## src/rtl/dma_sram_sequencer.sv

```systemverilog
// dma_sram_sequencer: five-phase DMA<->SRAM sequencer (weights, IFM, compute, OFM store, done).
// Define WGT_CACHE_EN to add cfg_wgt_reload and skip reloading weights that are already resident.
module dma_sram_sequencer #(
  parameter int WORD_W = 32,
  parameter int LANES = 2,
  parameter int ADDR_W = 16,
  parameter int LEN_W = 16,
  parameter logic [2:0] DMA_SIZE = 3'b010
) (
  input  logic                      clk,
  input  logic                      rst,
  input  logic                      conf_done,
  input  logic [31:0]               cfg_wgt_index,
  input  logic [LEN_W-1:0]          cfg_wgt_len,
  input  logic [31:0]               cfg_ifm_index,
  input  logic [LEN_W-1:0]          cfg_ifm_len,
  input  logic [31:0]               cfg_ofm_index,
  input  logic [LEN_W-1:0]          cfg_ofm_len,
  input  logic [ADDR_W-1:0]         cfg_ofm_base,
`ifdef WGT_CACHE_EN
  input  logic                      cfg_wgt_reload,
`endif
  output logic                      dma_read_ctrl_valid,
  input  logic                      dma_read_ctrl_ready,
  output logic [31:0]               dma_read_ctrl_index,
  output logic [31:0]               dma_read_ctrl_length,
  output logic [2:0]                dma_read_ctrl_size,
  input  logic                      dma_read_chnl_valid,
  output logic                      dma_read_chnl_ready,
  input  logic [WORD_W*LANES-1:0]   dma_read_chnl_data,
  output logic                      dma_write_ctrl_valid,
  input  logic                      dma_write_ctrl_ready,
  output logic [31:0]               dma_write_ctrl_index,
  output logic [31:0]               dma_write_ctrl_length,
  output logic [2:0]                dma_write_ctrl_size,
  output logic                      dma_write_chnl_valid,
  input  logic                      dma_write_chnl_ready,
  output logic [WORD_W*LANES-1:0]   dma_write_chnl_data,
  output logic [LANES-1:0]          wgt_we,
  output logic [LANES*ADDR_W-1:0]   wgt_addr,
  output logic [WORD_W*LANES-1:0]   wgt_wdata,
  output logic [LANES-1:0]          act_we,
  output logic [LANES*ADDR_W-1:0]   act_addr,
  output logic [WORD_W*LANES-1:0]   act_wdata,
  input  logic [WORD_W*LANES-1:0]   act_rdata,
  input  logic [LANES-1:0]          eng_act_we,
  input  logic [LANES*ADDR_W-1:0]   eng_act_addr,
  input  logic [WORD_W*LANES-1:0]   eng_act_wdata,
  output logic                      compute_start,
  input  logic                      compute_finish,
  output logic                      acc_done,
  output logic [31:0]               debug
);
  typedef enum logic [3:0] {
    IDLE, WGT_CTRL, WGT_DATA, IFM_CTRL, IFM_DATA, COMPUTE, OFM_CTRL, OFM_DATA, DONE
  } state_t;
  state_t state, state_n;
  logic [ADDR_W-1:0] addr;
  logic [LEN_W-1:0] beat_cnt, rd_cnt, len_cur;
  logic [LANES*ADDR_W-1:0] lane_addr;
  logic [WORD_W*LANES-1:0] sk0, sk1;
  logic [1:0] cnt, occ, wi;
  logic inflight, pop, rd_issue, load_beat, last, skip_wgt, is_ctrl;
  for (genvar i = 0; i < LANES; i++) begin : g_lane
    assign lane_addr[i*ADDR_W+:ADDR_W] = addr + ADDR_W'(i);
  end
  assign len_cur = (state == WGT_DATA) ? cfg_wgt_len : (state == IFM_DATA) ? cfg_ifm_len : cfg_ofm_len;
  assign last = beat_cnt == len_cur - LEN_W'(1);
  assign is_ctrl = state inside {WGT_CTRL, IFM_CTRL, OFM_CTRL};
  assign load_beat = rst && (state == WGT_DATA || state == IFM_DATA) && dma_read_chnl_valid;
  assign dma_write_chnl_valid = rst && state == OFM_DATA && cnt != 2'd0;
  assign dma_write_chnl_data = dma_write_chnl_valid ? sk0 : '0;
  assign pop = dma_write_chnl_valid && dma_write_chnl_ready;
  // occupancy after this cycle's pop plus the read landing now; a read only issues if it will fit
  assign wi = cnt - {1'b0, pop};
  assign occ = wi + {1'b0, inflight};
  assign rd_issue = rst && state == OFM_DATA && rd_cnt != cfg_ofm_len && occ < 2'd2;
  assign compute_start = rst && state == COMPUTE;
  assign acc_done = rst && state == DONE;
  assign debug = {state, 12'b0, 16'(beat_cnt)};
`ifdef WGT_CACHE_EN
  logic wgt_loaded;
  always_ff @(posedge clk)
    if (!rst) wgt_loaded <= 1'b0;
    else if (state == WGT_DATA && load_beat && last) wgt_loaded <= 1'b1;
  assign skip_wgt = cfg_wgt_len == '0 || (wgt_loaded && !cfg_wgt_reload);
`else
  assign skip_wgt = cfg_wgt_len == '0;
`endif
  always_comb begin
    state_n = state;
    dma_read_ctrl_valid = 1'b0;
    dma_read_ctrl_index = '0;
    dma_read_ctrl_length = '0;
    dma_read_ctrl_size = '0;
    dma_write_ctrl_valid = 1'b0;
    dma_write_ctrl_index = '0;
    dma_write_ctrl_length = '0;
    dma_write_ctrl_size = '0;
    dma_read_chnl_ready = 1'b0;
    wgt_we = '0;
    wgt_addr = '0;
    wgt_wdata = '0;
    act_we = '0;
    act_addr = '0;
    act_wdata = '0;
    if (rst)
      case (state)
        IDLE: state_n = conf_done ? WGT_CTRL : IDLE;
        WGT_CTRL: begin
          dma_read_ctrl_valid = !skip_wgt;
          dma_read_ctrl_index = skip_wgt ? '0 : cfg_wgt_index;
          dma_read_ctrl_length = skip_wgt ? '0 : 32'(cfg_wgt_len);
          dma_read_ctrl_size = skip_wgt ? '0 : DMA_SIZE;
          state_n = skip_wgt ? IFM_CTRL : dma_read_ctrl_ready ? WGT_DATA : WGT_CTRL;
        end
        WGT_DATA: begin
          dma_read_chnl_ready = 1'b1;
          wgt_we = {LANES{dma_read_chnl_valid}};
          wgt_addr = lane_addr;
          wgt_wdata = dma_read_chnl_valid ? dma_read_chnl_data : '0;
          state_n = load_beat && last ? IFM_CTRL : WGT_DATA;
        end
        IFM_CTRL: begin
          dma_read_ctrl_valid = cfg_ifm_len != '0;
          dma_read_ctrl_index = dma_read_ctrl_valid ? cfg_ifm_index : '0;
          dma_read_ctrl_length = dma_read_ctrl_valid ? 32'(cfg_ifm_len) : '0;
          dma_read_ctrl_size = dma_read_ctrl_valid ? DMA_SIZE : '0;
          state_n = !dma_read_ctrl_valid ? COMPUTE : dma_read_ctrl_ready ? IFM_DATA : IFM_CTRL;
        end
        IFM_DATA: begin
          dma_read_chnl_ready = 1'b1;
          act_we = {LANES{dma_read_chnl_valid}};
          act_addr = lane_addr;
          act_wdata = dma_read_chnl_valid ? dma_read_chnl_data : '0;
          state_n = load_beat && last ? COMPUTE : IFM_DATA;
        end
        COMPUTE: begin
          act_we = eng_act_we;
          act_addr = eng_act_addr;
          act_wdata = eng_act_wdata;
          state_n = compute_finish ? OFM_CTRL : COMPUTE;
        end
        OFM_CTRL: begin
          dma_write_ctrl_valid = cfg_ofm_len != '0;
          dma_write_ctrl_index = dma_write_ctrl_valid ? cfg_ofm_index : '0;
          dma_write_ctrl_length = dma_write_ctrl_valid ? 32'(cfg_ofm_len) : '0;
          dma_write_ctrl_size = dma_write_ctrl_valid ? DMA_SIZE : '0;
          state_n = !dma_write_ctrl_valid ? DONE : dma_write_ctrl_ready ? OFM_DATA : OFM_CTRL;
        end
        OFM_DATA: begin
          act_addr = lane_addr;
          state_n = pop && last ? DONE : OFM_DATA;
        end
        DONE: state_n = IDLE;
        default: state_n = IDLE;
      endcase
  end
  always_ff @(posedge clk)
    if (!rst) begin
      state <= IDLE;
      addr <= '0;
      beat_cnt <= '0;
      rd_cnt <= '0;
      inflight <= 1'b0;
      cnt <= '0;
      sk0 <= '0;
      sk1 <= '0;
    end else begin
      state <= state_n;
      inflight <= rd_issue;
      cnt <= occ;
      sk0 <= (inflight && wi == 2'd0) ? act_rdata : pop ? sk1 : sk0;
      sk1 <= (inflight && wi == 2'd1) ? act_rdata : sk1;
      if (is_ctrl) begin
        addr <= (state == OFM_CTRL) ? cfg_ofm_base : '0;
        beat_cnt <= '0;
        rd_cnt <= '0;
      end else begin
        if (load_beat || rd_issue) addr <= addr + ADDR_W'(LANES);
        if (load_beat || pop) beat_cnt <= beat_cnt + LEN_W'(1);
        if (rd_issue) rd_cnt <= rd_cnt + LEN_W'(1);
      end
    end
endmodule

```

## config.mk

```make
export PLATFORM = sky130hd
export DESIGN_NAME = dma_sram_sequencer
export DESIGN_NICKNAME = d
export VERILOG_FILES = /design/src/rtl/dma_sram_sequencer.sv
export SDC_FILE = /design/constraint.sdc
export NUM_CORES = 1
export LEC_CHECK = 0
export BUFFER_PORTS_ARGS = -buffer_cell sky130_fd_sc_hd__buf_2
export CORE_AREA = 2 2 319 321
export CTS_CLUSTER_SIZE = 10
export DETAILED_ROUTE_END_ITERATION = 7
export DIE_AREA = 0 0 321 323
export PLACE_DENSITY = 0.36
export RECOVER_POWER = 25
export SLEW_MARGIN = 20
export SYNTH_ARGS = -nofsm -noshare
export SYNTH_HDL_FRONTEND = slang
export SYNTH_SLANG_ARGS = --single-unit
```

## constraint.sdc

```tcl
create_clock -name clk -period 3.7 [get_ports clk]
set_input_delay 0.185 -clock clk [delete_from_list [all_inputs] [get_ports clk]]
set_output_delay 0.185 -clock clk [all_outputs]
set_load 0.005 [all_outputs]
```

==> flow_metrics.env, run 1 <==
export IMPL_status="complete, no violations"
export IMPL_htreeDepth=4
export IMPL_start_util_pct=12.8
export IMPL_power_leakage_nw=8.59
export IMPL_place_port_buffers=777
export IMPL_wl_per_cell_um=27.0
export IMPL_ys_seq_elements=183
export IMPL_cts_path_max_buffers=2
export IMPL_hold_viol=0
export IMPL_cts_tree="done"
export IMPL_async_flop_share_pct=0
export IMPL_grt_ovfl_total=0
export IMPL_syn_instance_count=1868
export IMPL_antenna_left=0
export IMPL_register_area_um2=3660
export IMPL_final_max_slew_viol_count=0
export IMPL_antenna_found_initial=35
export IMPL_row_count=117
export IMPL_cp_max_fo=15
export IMPL_insertion_delay_ps=500
export IMPL_max_stage_delay_ps=510
export IMPL_via_per_inst=4.25
export IMPL_stdcell_count=3968
export IMPL_ys_warn_count=0
export IMPL_period_minus_slack_ps=3540
export IMPL_drtIter0Drc=970
export IMPL_die_h_um=323
export IMPL_grt_pass1_vias=16200
export IMPL_grtUsageTotal_pct=19.7
export IMPL_syn_avg_cell_area_um2=6.91
export IMPL_crit_arrival_ps=3920
export IMPL_globalRouteMet1Util_pct=22.1
export IMPL_drv_cap=0
export IMPL_crit_required_ps=4080
export IMPL_routed_wl_um=107000
export IMPL_cp_start_kind="register"
export IMPL_criticalPathCategory="reg2reg"
export IMPL_power_density_nw_per_um2=253
export IMPL_areaGrowthSynthToFinish_pct=52.1
export IMPL_met3_usage_pct=13.6
export IMPL_place_gp_congestion=0.894
export IMPL_numCtsBuffers=17
export IMPL_ios=826
export IMPL_dr_pass1_iters=5
export IMPL_die_area_um2=104000
export IMPL_yosysUniqueCellTypes=62
export IMPL_reg2reg_from="state[3]"
export IMPL_dieWidth_um=321
export IMPL_seq_area_frac_synth_pct=28.4
export IMPL_skew_ps=10.9
export IMPL_worstRegToRegCells=12
export IMPL_crit_end="state[2]"
export IMPL_peakVddDrop_uv=256
export IMPL_grt_busiest_layer="met2"
export IMPL_min_delay_path_class="in2reg"
export IMPL_r2r_slack_ps=160
export IMPL_cts_sinks=183
export IMPL_met2_usage_pct=30.4
export IMPL_hpwl_um=88700
export IMPL_drive_above_1_share_pct=33.3
export IMPL_cp_cell_sequence="buf_4, or4b_1, a21oi_1, o22ai_1, a211oi_2, buf_4, o221ai_1, nor4_2, buf_4, o2111ai_1, or2_4, a211o_1"
export IMPL_syn_area_um2=12900
export IMPL_nets=3040
export IMPL_max_freq_mhz=283
export IMPL_relSlewSlack_pct=10.2
export IMPL_multiInputGateArea_um2=8480
export IMPL_num_vias=16900
export IMPL_whs_ps=61.4
export IMPL_setup_violations=0
export IMPL_grt_pass1_wl_um=140000
export IMPL_crit_top_cell="buf_4"
export IMPL_timing_rr_end="state[2]"
export IMPL_worst_slew_pin_slew_ps=1350
export IMPL_cp_end_kind="register"
export IMPL_fp_coreArea_um2=101000
export IMPL_tns_ps=0
export IMPL_critPathSlowestCell="or4b_1"
export IMPL_synth_edf_count=0
export IMPL_grt_max_degree=145
export IMPL_clk_pin_slew_ps=80
export IMPL_n_fill_cell=11800
export IMPL_dp_cells=3858
export IMPL_clockRootBuffer="clkbuf_16"
export IMPL_synthFlopType="dfxtp_1"
export IMPL_startpoint="state[3]"
export IMPL_min_period_over_period_pct=95.6
export IMPL_drc=0
==> report_power, final <==
part | internal, mW | switching (mW) | total (mW)
clock network | 1.03 | 0.942 | 1.97
registers | 1.98 | 0.0231 | 2.00
logic | 0.395 | 0.600 | 0.995
total | 3.40 | 1.57 | 4.97
==> cell usage in the layout, fill, tap and decap left out, drive strengths merged, types with 8 or more instances in the layout <==
cell type,Yosys,routed
nor3,15,15
and2,132,132
conb,1,48
nand3,31,31
dlygate4sd3,0,70
nor4,24,24
a21oi,91,91
and3,83,83
buf,86,811
nand4,10,10
nor2,282,282
a311oi,65,65
xnor2,49,49
or2,11,11
nand2,330,330
a211oi,9,9
or3,9,9
nor2b,8,8
a22o,18,18
xor2,37,37
clkbuf,131,62
dfxtp,183,183
o21ai,46,46
inv,11,14
a22oi,124,124
==> critical path, delay by kind of cell (launching register included) <==
| kind | cells | cell delay (ps) |
|---|---|---|
| compound gates | 6 | 1350 |
| buf+inv | 3 | 540 |
| flops | 1 | 340 |
| simple gates | 3 | 1170 |
==> cell usage after synthesis, types with 6 or more instances <==
cell type	number	area (um2)
and2_1	132	826
buf_1	26	97.6
xnor2_1	49	429
xor2_1	37	324
or3_1	9	56.3
a211oi_1	7	52.6
o22ai_1	6	37.5
or4b_1	6	60.1
a21oi_1	91	455
nand4_1	10	62.6
nor2_1	282	1060
inv_1	11	41.3
a22o_1	18	158
nor4_1	24	150
buf_2	8	40.0
o221ai_1	6	52.6
and3_1	83	519
a22oi_1	124	931
clkbuf_1	131	492
a311oi_1	65	569
dfxtp_1	183	3660
a32o_1	7	70.1
or2_2	8	50.1
nand2_1	330	1240
nand2b_1	6	37.5
buf_4	52	390
ha_1	7	87.6
nand3_1	31	155
nor2b_1	8	50.1
o21ai_0	46	230
nor3_1	15	75.1
==> state kept, by name, indices dropped and copies added, names as in the netlist <==
| signal | flops |
|---|---|
| inflight | 1 |
| rd_cnt | 16 |
| state | 4 |
| cnt | 2 |
| addr | 16 |
| sk1 | 64 |
| sk0 | 64 |
| beat_cnt | 16 |
==> per-stage QoR <==
| stage | util [%] | cell area (um2) | power [mW] | setup WS [ps] |
|---|---|---|---|---|
| 6_report | 19.5 | 19600 | 4.97 | 162 |
| 5_1_grt | 19.5 | 19600 | 5.22 | -6.47 |
| 4_1_cts | 19.5 | 19700 | 5.09 | 4.49 |
| 3_5_place_dp | 18.3 | 18400 | 2.99 | 32.4 |
| 3_3_place_gp | 18.3 | 18400 | 3.00 | 70.1 |
| 2_1_floorplan | - | 13100 | 2.45 | 1.32 |
==> worst min-delay path by stage <==
stage,startpoint,endpoint,depth (start not counted)
after global routing,cfg_ofm_base[15],addr[15],3
final,cfg_ofm_base[8],addr[8],5
after CTS,cfg_ofm_base[8],addr[8],5
after detailed placement,act_rdata[61],sk1[61],3
after global placement,act_rdata[50],sk1[50],3
after floorplan,act_rdata[0],sk1[0],2
==> layer usage <==
metal | routed length (um) | share of wire, %
met5 | 133 | 0.12
met4 | 2020 | 1.9
met3 | 16300 | 15
met2 | 47100 | 44
met1 | 41600 | 39
==> cells by family (layout without fill, tap and decap cells) <==
kind of cell	Yosys count	after routing	synth area share (%)
DFF	183	183	28.4
adders and majority gates	7	7	0.678
and+or+nand+nor	959	959	34.5
xor gates and xnor gates	86	86	5.83
buffers and inverters	228	965	8.22
other	1	55	0.0290
muxes	3	3	0.242
AOI/OAI and AO/OA	401	401	22.1
==> layout make-up <==
cell class,count,area share (%)
multi-input cells,1504,43.2
repair buffers,922,26.5
flip-flops and latches,183,18.7
well taps,1309,8.34
clock buffers,21,2.29
clock inverters,11,0.726
inverters,11,0.236
diodes,7,0.0891
==> what timing repair did <==
item	in CTS	in global routing
endpoints found under the hold margin	134	0
hold buffers	70	0
buffers inserted	0	1
endpoints found under the setup margin	0	9
resized for setup	0	8
Note: power is estimated with default switching activity, not from simulation.
==> run 2, diff against run 1 <==
==> constraint.sdc (replaced) <==
create_clock -name clk -period 3.7 [get_ports clk]
set_input_delay 0.74 -clock clk [delete_from_list [all_inputs] [get_ports clk]]
set_output_delay 0.74 -clock clk [all_outputs]
set_load 0.005 [all_outputs]
==> run 2 against run 1 <==
Against the previous run:
- sequential power barely moved
- non-clock buffer count unchanged
- count of clock-buffer cells in the layout rose by 1
- worst setup slack got worse by 110 ps
- combinational power is 4% higher
- cell area up 0.67%
- worst hold slack gained 390 ps
- first-iteration DRC count rose by 15%
- final cell count up 0.13%
==> flow_metrics.env, run 2 (same netlist as run 1, synthesis figures left out) <==
export IMPL_num_vias=16800
export IMPL_grt_max_degree=79
export IMPL_design_area_um2=19800
export IMPL_hold_viol=0
export IMPL_period_minus_slack_ps=3650
export IMPL_place_port_buffers=777
export IMPL_reg2reg_from="state[0]"
export IMPL_ios=826
export IMPL_final_max_slew_viol_count=0
export IMPL_reg_top3="sk0 x64, sk1 x64"
export IMPL_critPathSlowestCell="nor4_1"
export IMPL_power_density_nw_per_um2=249
export IMPL_die_h_um=323
export IMPL_ctsHoldBuffers=0
export IMPL_max_freq_mhz=274
export IMPL_rsz0062_at_grt="false"
export IMPL_clockRootBuffer="clkbuf_16"
export IMPL_power_leakage_nw=8.77
export IMPL_via_per_inst=4.24
export IMPL_grt_ovfl_total=0
export IMPL_hpwl_um=89800
export IMPL_grtUsageTotal_pct=19.6
export IMPL_place_gp_congestion=0.909
export IMPL_grt_pass1_vias=16100
export IMPL_cp_end_kind="primary output"
export IMPL_cp_start_kind="primary input"
export IMPL_dp_cells=3924
export IMPL_start_util_pct=12.8
export IMPL_areaGrowthSynthToFinish_pct=53.2
export IMPL_htreeDepth=4
export IMPL_setup_violations=0
export IMPL_cts_sinks=183
export IMPL_drtIter0Drc=1111
export IMPL_crit_arrival_ps=2910
export IMPL_antenna_left=0
export IMPL_antenna_found_initial=40
export IMPL_fp_coreArea_um2=101000
export IMPL_crit_required_ps=2960
export IMPL_cts_tree="done"
export IMPL_relSlewSlack_pct=17.1
export IMPL_status="complete, no violations"
export IMPL_numCtsBuffers=17
export IMPL_min_period_over_period_pct=98.5
export IMPL_startpoint="cfg_ifm_len[3]"
export IMPL_peakVddDrop_uv=255
export IMPL_drc=0
export IMPL_place_area_um2=19100
export IMPL_clk_pin_slew_ps=70
export IMPL_max_stage_delay_ps=510
export IMPL_insertion_delay_ps=500
export IMPL_criticalPathCategory="in2out"
export IMPL_hold_start="sk1[15]"
export IMPL_cp_max_fo=11
export IMPL_power_mw=4.93
export IMPL_cts_path_max_buffers=2
export IMPL_die_area_um2=104000
export IMPL_routed_wl_um=107000
export IMPL_layout_common_cells="752 x buf_2, 327 x nand2_1, 279 x nor2_1"
export IMPL_min_delay_path_class="reg2reg"
export IMPL_cp_cell_sequence="buf_2, buf_4, nor4_1, nand4_1, and3_2, a22oi_1, buf_4, nor2_1, buf_2"
export IMPL_worst_slew_pin_slew_ps=1240
export IMPL_nets=3040
export IMPL_dr_pass1_iters=6
export IMPL_dieWidth_um=321
export IMPL_row_count=117
export IMPL_drv_cap=0
export IMPL_mostFrequentLayoutCell="buf_2"
export IMPL_stdcell_count=3973
export IMPL_skew_ps=19.5
export IMPL_wl_per_cell_um=26.9
export IMPL_grt_pass1_wl_um=139000
export IMPL_drive_above_1_share_pct=37.1
run 2: cell count changes in the layout (fill, tap and decap cells not counted), moves of 6 or more:
cell / before / now
and2_0: 6 / 0
buf_2: 738 / 752
buf_4: 63 / 117
dlygate4sd3_1: 70 / 0
clkbuf_1: 41 / 20
diode_2: 7 / 13
buf_12: 9 / 25
run 2: layer usage:
layer  share of wire (%)  up-vias  global-route usage, %  wire length, um
li1                    -     7946                      -                -
met1                  38     8084                   21.7            40800
met2                  43      660                   29.3            46300
met3                  16      125                   14.0            17000
met4                 2.5       34                   6.21             2640
met5                0.21        -                      0              220
run 2: final timing paths:
check	end	slack, ps	depth (start not counted)
max	dma_read_ctrl_index[15]	50	9
min	sk1[15]	450	2
max reg2reg	state[1]	160	13
min reg2reg	sk1[15]	450	2
run 2: area by class of cell:
cell class | count | area, um2
diodes | 13 | 32.5
clock buffers | 22 | 454
clock inverters | 9 | 115
fillers | 11700 | 80900
inverters | 11 | 46.3
multi-input cells | 1504 | 8530
flip-flops and latches | 183 | 3670
well taps | 1309 | 1640
repair buffers | 922 | 5300
run 2: timing repair:
item / CTS / global route
setup endpoints to repair: 59 / 13
buffers inserted: 3 / 1
gates cloned: 0 / 1
endpoints found under the hold margin: 0 / 0
pin swaps: 1 / 3
gates resized for setup: 9 / 16
run 2: metrics by stage:
step | setup slack, ps | util [%] | setup TNS (ps) | hold WS (ps)
final | 54.2 | 19.6 | 0 | 455
after global routing | 2.79 | 19.6 | 0 | 449
after CTS | 7.22 | 19.6 | 0 | 422
after detailed placement | -200 | 19.0 | -533 | 447
after global placement | -148 | 19.0 | -365 | 443
after floorplan | 1.32 | - | 0 | 437
run 2: critical path: cells and delay by family:
kind	cells	cell delay [ps]
AO/OA/AOI/OAI	1	350
AND/OR/NAND/NOR	4	1220
buffers and inverters	4	580
run 2: power breakdown:
| part | internal [mW] | leakage (nW) | switching [mW] |
|---|---|---|---|
| Sequential | 1.98 | 1.48 | 0.0179 |
| Clock | 1.02 | 0.277 | 0.893 |
| Combinational | 0.411 | 7.02 | 0.616 |
==> run 3, diff against run 2 <==
--- a/config.mk
+++ b/config.mk
@@ -5,12 +5,13 @@
 export SDC_FILE = /design/constraint.sdc
 export NUM_CORES = 1
 export LEC_CHECK = 0
+export ABC_AREA = 1
 export BUFFER_PORTS_ARGS = -buffer_cell sky130_fd_sc_hd__buf_2
-export CORE_AREA = 2 2 319 321
+export CORE_AREA = 2 2 317 319
 export CTS_CLUSTER_SIZE = 10
 export DETAILED_ROUTE_END_ITERATION = 7
-export DIE_AREA = 0 0 321 323
-export PLACE_DENSITY = 0.36
+export DIE_AREA = 0 0 319 321
+export PLACE_DENSITY = 0.38
 export RECOVER_POWER = 25
 export SLEW_MARGIN = 20
 export SYNTH_ARGS = -nofsm -noshare
==> run 3 against run 2 <==
Against the previous run:
- synthesized cell count grew 28%
- count of clock-buffer cells in the layout decreased by 3
- first-iteration DRC count rose by 23%
- worst hold slack lost 10 ps
- die area down 1.2%
- maximum frequency is 2.0% higher
- area after synthesis increased by 8.0%
- routed wire length rose by 7.2%
- clock skew up 2.8 ps
- critical endpoint is now dma_read_ctrl_size[1]
==> flow_metrics.env, run 3 <==
export IMPL_status="complete, no violations"
export IMPL_clockRootBuffer="clkbuf_16"
export IMPL_yosys_top_cells_area="dfxtp_1 26%, nand2_1 11%, inv_1 9.4%"
export IMPL_cts_sinks=183
export IMPL_wl_per_cell_um=25.8
export IMPL_ys_seq_elements=183
export IMPL_row_count=116
export IMPL_skew_ps=22.3
export IMPL_crit_arrival_ps=2840
export IMPL_grt_max_degree=129
export IMPL_setup_violations=0
export IMPL_async_flop_share_pct=0
export IMPL_cts_tree="done"
export IMPL_grt_pass1_wl_um=150000
export IMPL_cp_max_fo=57
export IMPL_grtUsageTotal_pct=21.3
export IMPL_n_fill_cell=11800
export IMPL_whs_ps=444
export IMPL_power_mw=5.25
export IMPL_ys_warn_count=0
export IMPL_seq_area_frac_synth_pct=26.3
export IMPL_post_synth_top_count_cell="nand2_1"
export IMPL_crit_required_ps=2960
export IMPL_min_period_over_period_pct=96.7
export IMPL_insertion_delay_ps=500
export IMPL_hpwl_um=95600
export IMPL_power_leakage_nw=9.27
export IMPL_place_port_buffers=777
export IMPL_tns_ps=0
export IMPL_worst_slack_ps=124
export IMPL_worst_slew_pin_slew_ps=1480
export IMPL_antenna_left=0
export IMPL_areaGrowthSynthToFinish_pct=44.5
export IMPL_cp_start_kind="primary input"
export IMPL_grt_pass1_vias=17700
export IMPL_clk_pin_slew_ps=70
export IMPL_relSlewSlack_pct=1.63
export IMPL_finish_utilization_pct=20.3
export IMPL_synth_edf_count=0
export IMPL_criticalPathCategory="in2out"
export IMPL_routed_wl_um=115000
export IMPL_dieWidth_um=319
export IMPL_min_delay_path_class="reg2reg"
export IMPL_start_util_pct=14.0
export IMPL_syn_area_um2=13900
export IMPL_num_vias=19000
export IMPL_cp_end_kind="primary output"
export IMPL_cts_path_max_buffers=2
export IMPL_via_per_inst=4.29
export IMPL_reg_top3="sk0 x64, sk1 x64"
export IMPL_numCtsBuffers=17
export IMPL_antenna_found_initial=57
export IMPL_peakVddDrop_uv=293
export IMPL_yosys_area_top_type_share_pct=26.3
export IMPL_drtIter0Drc=1364
export IMPL_synth_area_leader_cell="dfxtp_1"
export IMPL_mostFrequentLayoutCell="buf_2"
export IMPL_dr_pass1_iters=5
export IMPL_layout_common_cells="748 x buf_2, 416 x nand2_1, 350 x inv_1"
export IMPL_die_area_um2=102000
export IMPL_place_gp_congestion=0.992
export IMPL_pre_cts_ws_ps=-3.17
export IMPL_synthFlopType="dfxtp_1"
export IMPL_nets=3500
export IMPL_ios=826
export IMPL_period_minus_slack_ps=3580
export IMPL_power_density_nw_per_um2=260
export IMPL_syn_instance_count=2383
export IMPL_ctsHoldBuffers=0
export IMPL_hold_viol=0
export IMPL_htreeDepth=4
export IMPL_max_freq_mhz=280
export IMPL_drv_cap=0
export IMPL_synth_common_cells="418 x nand2_1, 351 x inv_1, 268 x nor2_1"
export IMPL_drc=0
export IMPL_syn_avg_cell_area_um2=5.85
export IMPL_grt_ovfl_total=0
export IMPL_fp_coreArea_um2=99300
export IMPL_drive_above_1_share_pct=30.5
export IMPL_final_max_slew_viol_count=0
export IMPL_die_h_um=321
export IMPL_yosysUniqueCellTypes=45
## run 3: cell types whose count changed after synthesis, sizes merged, moves of 65 or more
cell    delta
inv      +350
o21ai    +156
and3      -83
a311oi    -65
nand2    +110
a21oi    +131
a31oi     +66
a22oi    -116
and2     -131
nand3    +186
nand4     +71
## run 3: logic make-up (layout without fill, tap and decap cells)
group                    after synthesis  after routing  share of synthesized area (%)
buffers and inverters                584           1266                           17.3
AO/OA/AOI/OAI                        509            509                           19.2
other                                  1             74                         0.0269
flip-flops                           183            183                           26.3
XOR/XNOR                              43             43                           2.70
adder cells (fa/ha/maj)                7              7                          0.628
AND/OR/NAND/NOR                     1056           1056                           33.9
## run 3: critical path, stage by stage
cell	delay (ps)
buf_4	120
inv_4	60
clkbuf_2	730
a21oi_1	880
buf_2	230
## run 3: timing repair
action	4_1_cts	5_1_grt
endpoints found under the setup margin	5	19
gates cloned	0	0
resized for setup	6	12
buffers inserted	0	2
pin swaps	0	3
## run 3: final cells by class
cell class	count	area, um2	area share (%)
Timing Repair Buffer	869	4680	23.2
Sequential cell	183	3660	18.2
Multi-Input combinational cell	1663	8140	40.4
Antenna cell	26	65.1	0.323
Inverter	365	1370	6.82
Tap cell	1298	1620	8.06
Clock buffer	19	443	2.20
Clock inverter	13	163	0.807
## run 3: path summary, 6_finish.rpt
check / cells after the start / from / slack [ps] / end
worst max-delay path: 5 / rst / 120 / dma_read_ctrl_size[1]
worst min-delay path: 2 / sk1[56] / 440 / sk1[56]
worst max register to register: 19 / state[2] / 410 / rd_cnt[11]
worst min register to register: 2 / sk1[56] / 440 / sk1[56]
## run 3: metal layers
layer	routed length [um]	track usage, %	up-vias
li1	-	-	9052
met1	44600	24.1	8928
met2	51200	32.9	840
met3	8370	6.03	189
met4	10200	18.6	28
met5	183	0	-
## run 3: through the flow
stage	area, um2	instances
final	20200	4436
after global routing	20100	4433
after CTS	20100	4408
after detailed placement	19500	4376
after global placement	19500	4376
after floorplan	14100	2430
## run 3: report_power, final
part | internal, mW | switching [mW] | total [mW]
Clock | 1.04 | 0.992 | 2.03
Sequential | 1.99 | 0.0248 | 2.02
Combinational | 0.387 | 0.812 | 1.20
Total | 3.42 | 1.83 | 5.25
